[config.mk]
export PLATFORM = sky130hd
export DESIGN_NAME = instr_fetch_queue
export DESIGN_NICKNAME = d
export VERILOG_FILES = /design/src/rtl/ifq_pkg.sv /design/src/rtl/ifq_ram.sv /design/src/rtl/instr_fetch_queue.sv
export SDC_FILE = /design/constraint.sdc
export NUM_CORES = 1
export LEC_CHECK = 0
export CORE_MARGIN = 2
export CORE_UTILIZATION = 51
export CTS_CLUSTER_DIAMETER = 150
export DETAILED_ROUTE_END_ITERATION = 10
export GPL_TIMING_DRIVEN = 1
export PLACE_DENSITY = 0.9
export SYNTH_ARGS = -nofsm -noshare
export SYNTH_HDL_FRONTEND = slang
export SYNTH_HIERARCHICAL = 1
export SYNTH_SLANG_ARGS = --single-unit
export TNS_END_PERCENT = 50
[constraint.sdc]
create_clock -name Clock -period 2.7 [get_ports Clock]
set_clock_uncertainty 0.2 [all_clocks]
set_input_delay 0.27 -clock Clock [delete_from_list [all_inputs] [get_ports Clock]]
set_output_delay 0.27 -clock Clock [all_outputs]
set_load 0.02 [all_outputs]
[src/rtl/ifq_pkg.sv]
// ifq_pkg: default geometry and constants shared by the instruction fetch queue
package ifq_pkg;
  localparam int IFQ_N = 10;
  localparam int IFQ_DEPTH = 4;
  localparam int IFQ_PW = $clog2(IFQ_DEPTH);
  localparam int IFQ_CW = $clog2(IFQ_DEPTH + 1);
  localparam logic [IFQ_N-1:0] IFQ_NOP = '0;
endpackage

[src/rtl/ifq_ram.sv]
// ifq_ram: DEPTH x N register array, one write port, one asynchronous read port, no reset
module ifq_ram #(
  parameter int N = 10,
  parameter int DEPTH = 4,
  parameter int AW = $clog2(DEPTH)
) (
  input  logic          clk,
  input  logic          we,
  input  logic [AW-1:0] wa,
  input  logic [N-1:0]  wd,
  input  logic [AW-1:0] ra,
  output logic [N-1:0]  rd
);
  logic [N-1:0] mem [DEPTH];
  // storage write; contents are deliberately left unreset
  always_ff @(posedge clk) begin
    if (we) mem[wa] <= wd;
  end
  assign rd = mem[ra];
endmodule

[src/rtl/instr_fetch_queue.sv]
// instr_fetch_queue: DEPTH-entry instruction FIFO with flush and held IR copy; IFQ_BYPASS_EN adds an empty-queue bypass
module instr_fetch_queue
  import ifq_pkg::*;
#(
  parameter int N = IFQ_N,
  parameter int DEPTH = IFQ_DEPTH
) (
  input  logic                       Clock,
  input  logic                       Reset,
  input  logic [N-1:0]               in_data,
  input  logic                       in_valid,
  output logic                       in_ready,
  output logic [N-1:0]               out_data,
  output logic                       out_valid,
  input  logic                       out_ready,
  input  logic                       flush,
  output logic [N-1:0]               ir_out,
  output logic [$clog2(DEPTH+1)-1:0] count
);
  localparam int PW = $clog2(DEPTH);
  localparam int CW = $clog2(DEPTH + 1);
  logic [PW-1:0] wr_ptr, rd_ptr;
  logic [N-1:0] rd_data;
  logic empty, pop, wr, rd;
  assign empty = count == '0;
  assign in_ready = count != CW'(DEPTH);
  // head presentation and qualification of store/consume events
  always_comb begin
`ifdef IFQ_BYPASS_EN
    out_valid = !empty || in_valid;
    out_data = !empty ? rd_data : in_valid ? in_data : N'(IFQ_NOP);
    wr = in_valid && in_ready && !(empty && out_ready);
`else
    out_valid = !empty;
    out_data = empty ? N'(IFQ_NOP) : rd_data;
    wr = in_valid && in_ready;
`endif
    pop = out_valid && out_ready;
    rd = pop && !empty;
  end
  // occupancy, pointers and last-consumed instruction; reset beats flush beats push/pop
  always_ff @(posedge Clock) begin
    if (Reset) begin
      wr_ptr <= '0;
      rd_ptr <= '0;
      count <= '0;
      ir_out <= N'(IFQ_NOP);
    end else begin
      if (pop) ir_out <= out_data;
      if (flush) begin
        wr_ptr <= '0;
        rd_ptr <= '0;
        count <= '0;
      end else begin
        wr_ptr <= wr_ptr + PW'(wr);
        rd_ptr <= rd_ptr + PW'(rd);
        count <= count + CW'(wr) - CW'(rd);
      end
    end
  end
  ifq_ram #(.N(N), .DEPTH(DEPTH)) u_ram (
    .clk(Clock),
    .we (wr && !flush && !Reset),
    .wa (wr_ptr),
    .wd (in_data),
    .ra (rd_ptr),
    .rd (rd_data)
  );
endmodule
==> flow_summary.json <==
{
  "fmax_mhz": 383,
  "initial_core_util_pct": 52.4,
  "via_per_inst": 5.30,
  "crit_type": "flip-flop to output port",
  "fillers": 300,
  "core_area_sq_mm": 0.00429,
  "synth_top_area_share_pct": 53.4,
  "slew_violations": 0,
  "reg2reg_from": "count[2]",
  "synth_edf_count": 40,
  "powerDensity_mw_per_mm2": 639,
  "grt_max_degree": 14,
  "fin_area_sq_mm": 0.00288,
  "worstPathArrival_ns": 2.14,
  "die_h_um": 70.4,
  "synth_area_leaders": "edfxtp_1 (53%), dfxtp_1 (15%), mux4_2 (10%), nand2_1 (3.7%), nor2b_1 (2.5%)",
  "min_to": "ir_out[1]",
  "wl_per_cell_um": 16.2,
  "antenna_cells": 0,
  "syn_to_final_growth_pct": 28.1,
  "cp_num_buf_inv": 2,
  "rows": 24,
  "crit_path_max_incr_delay_ns": 0.55,
  "grt_first_pass_wirelength_um": 6880,
  "cts_max_path_buffers": 2,
  "crit_slowest_cell": "mux4_2",
  "synth_nets": 164,
  "clock_latency_ns": 0.32,
  "synth_seq_area_share_pct": 68.5,
  "cts_sinks": 57,
  "ys.flop_type": "edfxtp_1",
  "hold_depth": 2,
  "outcome": "complete, no violations",
  "yosysTopAreaCell": "edfxtp_1",
  "cp_cell_sequence": "buf_12, mux4_2, nor2b_1, clkdlybuf4s50_1",
  "timing.critical_path.to_type": "output port",
  "clkTransAtPathRegs_ns": 0.06,
  "synthArstFlopShare_pct": 0,
  "path_delay_family": "buffers and inverters",
  "cts_tree": "built",
  "drt_wl_total_um": 4130,
  "rr_worst_depth": 8,
  "postRouteAntennaNets": 0,
  "first_iter_violations": 81,
  "numCtsBuffers": 9,
  "synth_area_sq_mm": 0.00225,
  "post-route-period-util_pct": 96.8,
  "hold_viol": 0,
  "vias": 1345,
  "yosysUniqueCellTypes": 28,
  "synth_common_cells": "edfxtp_1 (40), nand2_1 (22), dfxtp_1 (17), a21oi_1 (11), mux4_2 (10)",
  "synth.avg_cell_area_sq_um": 15.4,
  "rsz0062_at_grt": "no",
  "io_pins": 40,
  "hold_buffers": 0,
  "placed_cell_area_sq_mm": 0.00273,
  "drt-pass1-iter-count": 4,
  "peakVddDrop_uv": 411,
  "ys_ff_latch": 57,
  "tns_ns": 0,
  "r2r-end": "count[2]",
  "yosysMostFrequentCell": "edfxtp_1",
  "drive_gt1_share_pct": 16.8,
  "startpoint_type": "flip-flop",
  "remaining_drc_errors": 0,
  "max-slew-margin-rel_pct": 65.3,
  "cts_resized": 0,
  "yosysWarnings": 6,
  "leakagePower_uw": 0.000962,
  "grt-ovfl-total": 0,
  "antenna_found_initial": 0,
  "cap_violations": 0,
  "io_buffers": 39,
  "r2r_slack_ns": 0.33,
  "synth_cells": 146,
  "critPathMaxFanout": 10,
  "critical_path_required_ns": 2.23,
  "die_area_sq_mm": 0.00496,
  "num-nets-final": 215,
  "htree_levels": 3,
  "hp-start": "ir_out[1]",
  "min_period_ns": 2.61,
  "dp_hpwl_um": 2980,
  "postCtsSetupBuffers": 0,
  "grt_pass1_vias": 1366,
  "finalSetupViolations": 0,
  "tightest_slew_ns": 0.521,
  "grtUsageTotal_pct": 19.2,
  "cts_root_buf": "clkbuf_8",
  "hold_path_class": "flip-flop to flip-flop",
  "gp_congestion": 0.733,
  "die_w_um": 70.4
}
worst reg2reg max path, stage by stage (launching register included):
cell	delay, ns
dfxtp_1	0.48
or3b_4	0.44
nand2_4	0.10
xnor2_1	0.07
ha_1	0.20
fa_1	0.38
xnor2_1	0.21
xnor2_1	0.14
nor2_1	0.05
cell type report:
| type | instances | area, sq um | area share (%) |
|---|---|---|---|
| flip-flops and latches | 57 | 1540 | 53.5 |
| multi-input cells | 81 | 661 | 22.9 |
| repair buffers | 45 | 448 | 15.5 |
| clock buffers | 12 | 135 | 4.69 |
| well taps | 52 | 65.1 | 2.26 |
| clock inverters | 4 | 20.0 | 0.695 |
| inverters | 3 | 11.3 | 0.391 |
placed cells by master, fill, tap and decap left out:
cell             Yosys  layout
a21oi_1             11      11
and2_1               3       3
and2b_1              1       1
and3_1               1       1
and3b_1              2       2
buf_12               0       1
buf_4                0       5
clkbuf_1             1       3
clkbuf_8             0       9
clkdlybuf4s50_1      0      39
clkinv_2             0       4
dfxtp_1             17      17
edfxtp_1            40      40
fa_1                 1       1
ha_1                 2       2
inv_1                3       3
mux4_2              10      10
nand2_1             22      22
nand2_4              1       1
nor2_1               5       5
nor2b_1              9       9
nor3_1               1       1
nor3b_1              1       1
o21ai_0              1       1
o31a_2               1       1
o31ai_4              1       1
or2_2                1       1
or3_1                1       1
or3b_4               1       1
xnor2_1              5       5
where the power goes:
group	leakage [uW]	switching (uW)	internal [uW]	total (uW)
Combinational	0.000379	118	120	239
Sequential	0.000499	15.2	956	971
Clock	0.0000839	305	327	631
sequential cells by signal, summed over array words and instances (netlist names):
signal,cells
rd_ptr,2
ir_out,10
count,3
wr_ptr,2
u_ram/mem,40
through the flow:
stage	hold WS [ns]	worst slack [ns]	util [%]	power, uW	instances
finish	0.257	0.0859	67.1	1840	254
global route	0.289	0.00393	67.1	1920	254
CTS	0.258	0.0742	67.1	1860	254
detailed placement	0.249	0.294	63.5	1230	238
global placement	0.243	0.370	63.5	1220	238
floorplan	0.169	0.225	-	1120	146
logic make-up after synthesis:
family	Yosys count	share of synthesized area (%)
AO/OA/AOI/OAI	14	4.06
AND/OR/NAND/NOR	49	11.3
buffers and inverters	8	2.11
XOR/XNOR	5	1.95
multiplexers	10	10.0
adder cells (fa/ha/maj)	3	2.00
flip-flops	57	68.5
how the worst max path moves through the flow:
stage	start	end	slack, ns	cells past startpoint
2_1_floorplan	count[1]	u_ram/mem[0][0]	0.23	4
3_3_place_gp	out_ready	count[2]	0.37	8
3_5_place_dp	out_ready	count[2]	0.29	8
4_1_cts	rd_ptr[0]	out_data[1]	0.07	4
5_1_grt	rd_ptr[0]	out_data[4]	0.004	4
6_report	rd_ptr[0]	out_data[8]	0.09	4
routing by layer:
layer | vias to the layer above | share of wire, % | global-route usage, %
li1 | 635 | - | -
met2 | 38 | 52 | 31.0
met5 | - | 0 | 0
met4 | 0 | 2.5 | 11.3
met3 | 9 | 4.4 | 5.34
met1 | 663 | 41 | 22.8
(Power assumes the default switching activity.)
==> RTL change 1: new RTL, same settings <==
Put one more register stage on the output `count`. The value now appears one clock later. The other outputs are not delayed to match.
--- a/src/rtl/instr_fetch_queue.sv
+++ b/src/rtl/instr_fetch_queue.sv
@@ -19,11 +19,13 @@
 );
   localparam int PW = $clog2(DEPTH);
   localparam int CW = $clog2(DEPTH + 1);
+
+  logic [$clog2(DEPTH+1)-1:0] count_s0;
   logic [PW-1:0] wr_ptr, rd_ptr;
   logic [N-1:0] rd_data;
   logic empty, pop, wr, rd;
-  assign empty = count == '0;
-  assign in_ready = count != CW'(DEPTH);
+  assign empty = count_s0 == '0;
+  assign in_ready = count_s0 != CW'(DEPTH);
   // head presentation and qualification of store/consume events
   always_comb begin
 `ifdef IFQ_BYPASS_EN
@@ -43,18 +45,18 @@
     if (Reset) begin
       wr_ptr <= '0;
       rd_ptr <= '0;
-      count <= '0;
+      count_s0 <= '0;
       ir_out <= N'(IFQ_NOP);
     end else begin
       if (pop) ir_out <= out_data;
       if (flush) begin
         wr_ptr <= '0;
         rd_ptr <= '0;
-        count <= '0;
+        count_s0 <= '0;
       end else begin
         wr_ptr <= wr_ptr + PW'(wr);
         rd_ptr <= rd_ptr + PW'(rd);
-        count <= count + CW'(wr) - CW'(rd);
+        count_s0 <= count_s0 + CW'(wr) - CW'(rd);
       end
     end
   end
@@ -66,4 +68,8 @@
     .ra (rd_ptr),
     .rd (rd_data)
   );
+  always_ff @(posedge Clock) begin
+    count <= count_s0;
+  end
+
 endmodule
Check against the original RTL: not equivalent (a bounded check fails within 4 cycles, from zero or initial values and one cycle with Reset high).
==> RTL change 1 against the original RTL <==
Power is 8.2% higher; synthesized area is 2.7% higher; final area is 3.6% higher; hold slack worse by 0.0037 ns; die area is 2.5% higher; routed wire length is 3.4% higher; sequential cell count is 3 higher; critical path type unchanged; largest power group unchanged; worst setup slack better by 0.023 ns.
==> RTL change 1: results (changes against the original RTL) <==
CTS
  – Root Buffer: clkbuf_8 (unchanged)

Routing
  – Met3 routed WL: 188 µm (was 183 µm)
  – Via Count: 1346 (was 1345)
  – WL met2: 2150 µm (was 2140 µm)
  – Final wirelength: 4270 µm (was 4130 µm)
  – Iter 0 DRT Violations: 105 (was 81)
  – M1 WL: 1880 µm (was 1700 µm)

Critical path
  – CP max FO: 12 (was 10)
  – WP data arrival: 2.12 ns (was 2.14 ns)

Yosys
  – Synth top cells by count: 40 x edfxtp_1, 22 x nand2_1, 20 x dfxtp_1 (was 40 x edfxtp_1, 22 x nand2_1, 17 x dfxtp_1)
  – XOR/XNOR share of the synthesized area: 1.90% (was 1.95%)
  – Dominant cells by area after synthesis: edfxtp_1 52%, dfxtp_1 17%, mux4_2 9.8% (was edfxtp_1 53%, dfxtp_1 15%, mux4_2 10%)
  – Compound-Gate Fraction of Synth Area: 3.95% (was 4.06%)
  – Post-synthesis adder-cell area fraction: 1.95% (was 2.00%)
  – Synthesized net count: 167 (was 164)
  – Synth area leader: edfxtp_1 (unchanged)
  – Sequential share of the synthesized area: 69.3% (was 68.5%)
  – Number of warnings issued by yosys: 6 (unchanged)
  – Multiplexer share of the synthesized area: 9.75% (was 10.0%)

Status
  – Status: completed (unchanged)

GRT
  – First-pass GRT wire length: 6980 µm (was 6880 µm)
  – Vias in the first global route: 1349 (was 1366)
  – Largest net degree at the start of global routing: 14 (unchanged)
  – Tot GR Track Use: 19.0% (was 19.2%)

Power and ir drop
  – Static leakage: 1.01 nW (was 0.962 nW)
  – Peak VDD IR: 0.411 mV (about the same)

Final layout
  – Fillers: 292 (was 300)
  – Layout cell share with drive strength beyond 1: 17.8% (was 16.8%)
  – Final nets: 221 (was 215)
  – Largest registers: u_ram/mem: 40 flops, ir_out: 10 flops (was u_ram/mem: 40 flops, ir_out: 10 flops, count: 3 flops)

Placed design
  – Final HPWL from detailed placement: 2970 µm (was 2980 µm)

Timing
  – Max-slew headroom: 65.8% (was 65.3%)
RTL change 1: timing repair:
item / in CTS / in global routing
resized for setup: 0 / 2
setup buffers: 0 / 0
setup endpoints to repair: 0 / 3
RTL change 1: worst paths after layout:
| kind | startpoint | endpoint | slack (ns) | depth (start not counted) |
|---|---|---|---|---|
| max | rd_ptr[0]$_SDFF_PP0_ | out_data[8] | 0.11 | 4 |
| min reg2reg | ir_out[3]$_SDFFE_PP0P_ | ir_out[3]$_SDFFE_PP0P_ | 0.25 | 2 |
| max reg2reg | count_s0[2]$_SDFF_PP0_ | count_s0[2]$_SDFF_PP0_ | 0.31 | 8 |
| min | ir_out[3]$_SDFFE_PP0P_ | ir_out[3]$_SDFFE_PP0P_ | 0.25 | 2 |
RTL change 1: area by class of cell:
type | count | area share (%)
Clock buffer | 14 | 5.83
Clock inverter | 2 | 0.294
Inverter | 3 | 0.377
Multi-Input combinational cell | 81 | 22.1
Sequential cell | 60 | 53.7
Tap cell | 52 | 2.18
Timing Repair Buffer | 48 | 15.5
RTL change 1: cells by family after synthesis:
logic type	count (synthesis)
xor+xnor	5
buf+inv	8
mux	10
simple gates	49
compound gates	14
flops	60
fa+ha+maj	3
RTL change 1: report_power, final:
| part | internal (mW) | switching, mW |
|---|---|---|
| registers | 1.00 | 0.0156 |
| clock network | 0.411 | 0.324 |
| logic | 0.119 | 0.121 |
| total | 1.53 | 0.461 |
RTL change 1: critical path: cells and delay by family, from the launching register on:
family                 cells  cell delay, ns
AND/OR/NAND/NOR            1            0.19
flip-flops                 1            0.33
multiplexers               1            0.55
buffers and inverters      2            0.72
RTL change 1: per-layer routing:
layer	track usage, %	vias up
li1	-	652
met3	6.61	6
met4	8.18	0
met1	24.6	652
met2	29.5	36
met5	0	-
RTL change 1: through the flow:
stage	area [µm²]	total power [mW]	std cells	setup WS, ns
3_5_place_dp	2800	1.28	244	0.313
6_report	2980	1.99	260	0.109
5_1_grt	2980	2.07	260	0.0278
2_1_floorplan	2310	1.16	149	0.377
4_1_cts	2980	2.00	260	0.0535
3_3_place_gp	2800	1.27	244	0.401
==> RTL change 2: new RTL, same settings <==
Made on the original files. Build with the macro `IFQ_BYPASS_EN` defined.
--- a/src/rtl/instr_fetch_queue.sv
+++ b/src/rtl/instr_fetch_queue.sv
@@ -1,4 +1,6 @@
 // instr_fetch_queue: DEPTH-entry instruction FIFO with flush and held IR copy; IFQ_BYPASS_EN adds an empty-queue bypass
+`define IFQ_BYPASS_EN
+
 module instr_fetch_queue
   import ifq_pkg::*;
 #(
Behaviour: not the same (Yosys sat finds a counterexample within 4 cycles, from zero or initial values and one cycle with Reset high).
==> RTL change 2 against the original RTL <==
Power grew 6.9%; routed wire length increased by 28%; combinational power rose by 3%; worst setup slack improved by 0.027 ns; count of clock-buffer cells in the layout unchanged; via count up 17%; synthesized area increased by 4.1%; sequential power barely moved; core utilization increased by 1.6 points; final area up 4.5%; critical path depth is 1 higher; sequential cell count unchanged; first-iteration DRC count is 95% higher.
==> RTL change 2: results (changes against the original RTL) <==
GRT
  – Tot GR Track Use: 23.0% (was 19.2%)
  – Vias in the first global route: 1672 (was 1366)
  – Met1 Resource Use GR: 28.3% (was 22.8%)
  – First-pass GRT wire length: 8500 µm (was 6880 µm)
  – Met3 usage: 7.17% (was 5.34%)
  – Largest net degree at the start of global routing: 21 (was 14)
  – Initial antenna violation count: 0 (unchanged)
  – Grt met2 use: 39.0% (was 31.0%)

Yosys
  – XOR/XNOR share of the synthesized area: 1.87% (was 1.95%)
  – Dominant cells by area after synthesis: edfxtp_1 51%, dfxtp_1 15%, mux4_2 9.6% (was edfxtp_1 53%, dfxtp_1 15%, mux4_2 10%)
  – Sequential share of the synthesized area: 65.8% (was 68.5%)
  – Synthesized net count: 179 (was 164)
  – Compound-Gate Fraction of Synth Area: 5.29% (was 4.06%)
  – Multiplexer share of the synthesized area: 10.0% (about the same)
  – Post-synthesis adder-cell area fraction: 1.92% (was 2.00%)
  – Distinct cell type count after synthesis: 30 (was 28)
  – Synth top cells by count: 40 x edfxtp_1, 21 x nand2_1, 17 x dfxtp_1 (was 40 x edfxtp_1, 22 x nand2_1, 17 x dfxtp_1)

Final layout
  – Layout cell share with drive strength beyond 1: 16.6% (was 16.8%)
  – Final nets: 230 (was 215)

Routing
  – DR WL/cell: 19.6 µm (was 16.2 µm)
  – Iter 0 DRT Violations: 158 (was 81)
  – First drt pass iteration count: 4 (unchanged)
  – Via Count: 1577 (was 1345)

Status
  – Status: completed (unchanged)

Placed design
  – Final HPWL from detailed placement: 3460 µm (was 2980 µm)
  – Pre-CTS WS: 0.263 ns (was 0.294 ns)
  – Gp weighted congestion: 0.746 (was 0.733)

Critical path
  – Highest-delay cell along the critical path: clkdlybuf4s50_1 (was mux4_2)
  – WP data arrival: 2.12 ns (was 2.14 ns)

Timing
  – Worst Tran Pin Value: 0.825 ns (was 0.521 ns)

Power and ir drop
  – Peak VDD IR: 0.404 mV (was 0.411 mV)
  – Static leakage: 1.07 nW (was 0.962 nW)
==> RTL change 2: metrics by stage <==
step / instance area, µm² / cells / power, mW
after floorplan: 2340 / 161 / 1.11
after global placement: 2810 / 253 / 1.22
after detailed placement: 2810 / 253 / 1.23
after CTS: 3000 / 269 / 1.98
after global routing: 3010 / 269 / 2.04
final: 3010 / 269 / 1.97
==> RTL change 2: routing by layer <==
layer | part of all wire, % | up-vias
li1 | - | 724
met4 | 1.5 | 0
met1 | 40 | 784
met5 | 0 | -
met3 | 6.6 | 8
met2 | 52 | 61
==> RTL change 2: power by group <==
part / leakage, nW / internal, mW / total (mW) / switching (mW)
sequential: 0.500 / 0.955 / 0.968 / 0.0129
clock: 0.0978 / 0.445 / 0.755 / 0.310
combinational: 0.468 / 0.114 / 0.245 / 0.131
==> RTL change 2: critical path, delay by kind of cell, from the launching register on <==
family | cells | cell delay [ns]
buffers and inverters | 2 | 0.75
muxes | 1 | 0.52
DFF | 1 | 0.34
and+or+nand+nor | 2 | 0.18
==> RTL change 2: what timing repair did <==
action	in CTS	in global routing
endpoints found under the hold margin	0	0
setup endpoints to repair	0	10
buffers inserted	0	0
gates resized for setup	0	2
==> RTL change 2: worst paths after layout <==
check	from	end	slack (ns)
worst max register to register	count[2]$_SDFF_PP0_	count[2]$_SDFF_PP0_	0.23
worst max-delay path	rd_ptr[0]$_SDFF_PP0_	out_data[7]	0.11
worst min register to register	ir_out[9]$_SDFFE_PP0N_	ir_out[9]$_SDFFE_PP0N_	0.30
worst min-delay path	ir_out[9]$_SDFFE_PP0N_	ir_out[9]$_SDFFE_PP0N_	0.30
==> RTL change 2: cell families (layout without fill, tap and decap cells) <==
family                     Yosys count  in the layout
and+or+nand+nor                     60             60
DFF                                 57             57
AOI/OAI and AO/OA                   14             14
muxes                               11             11
buffers and inverters               11             67
xor gates and xnor gates             5              5
adders and majority gates            3              3
==> RTL change 2: area by class of cell <==
type                            count  area (µm²)
Clock buffer                       12         145
Clock inverter                      4        43.8
Fill cell                         297        1370
Inverter                            1        3.75
Multi-Input combinational cell     93         734
Sequential cell                    57        1540
Tap cell                           52        65.1
Timing Repair Buffer               50         477
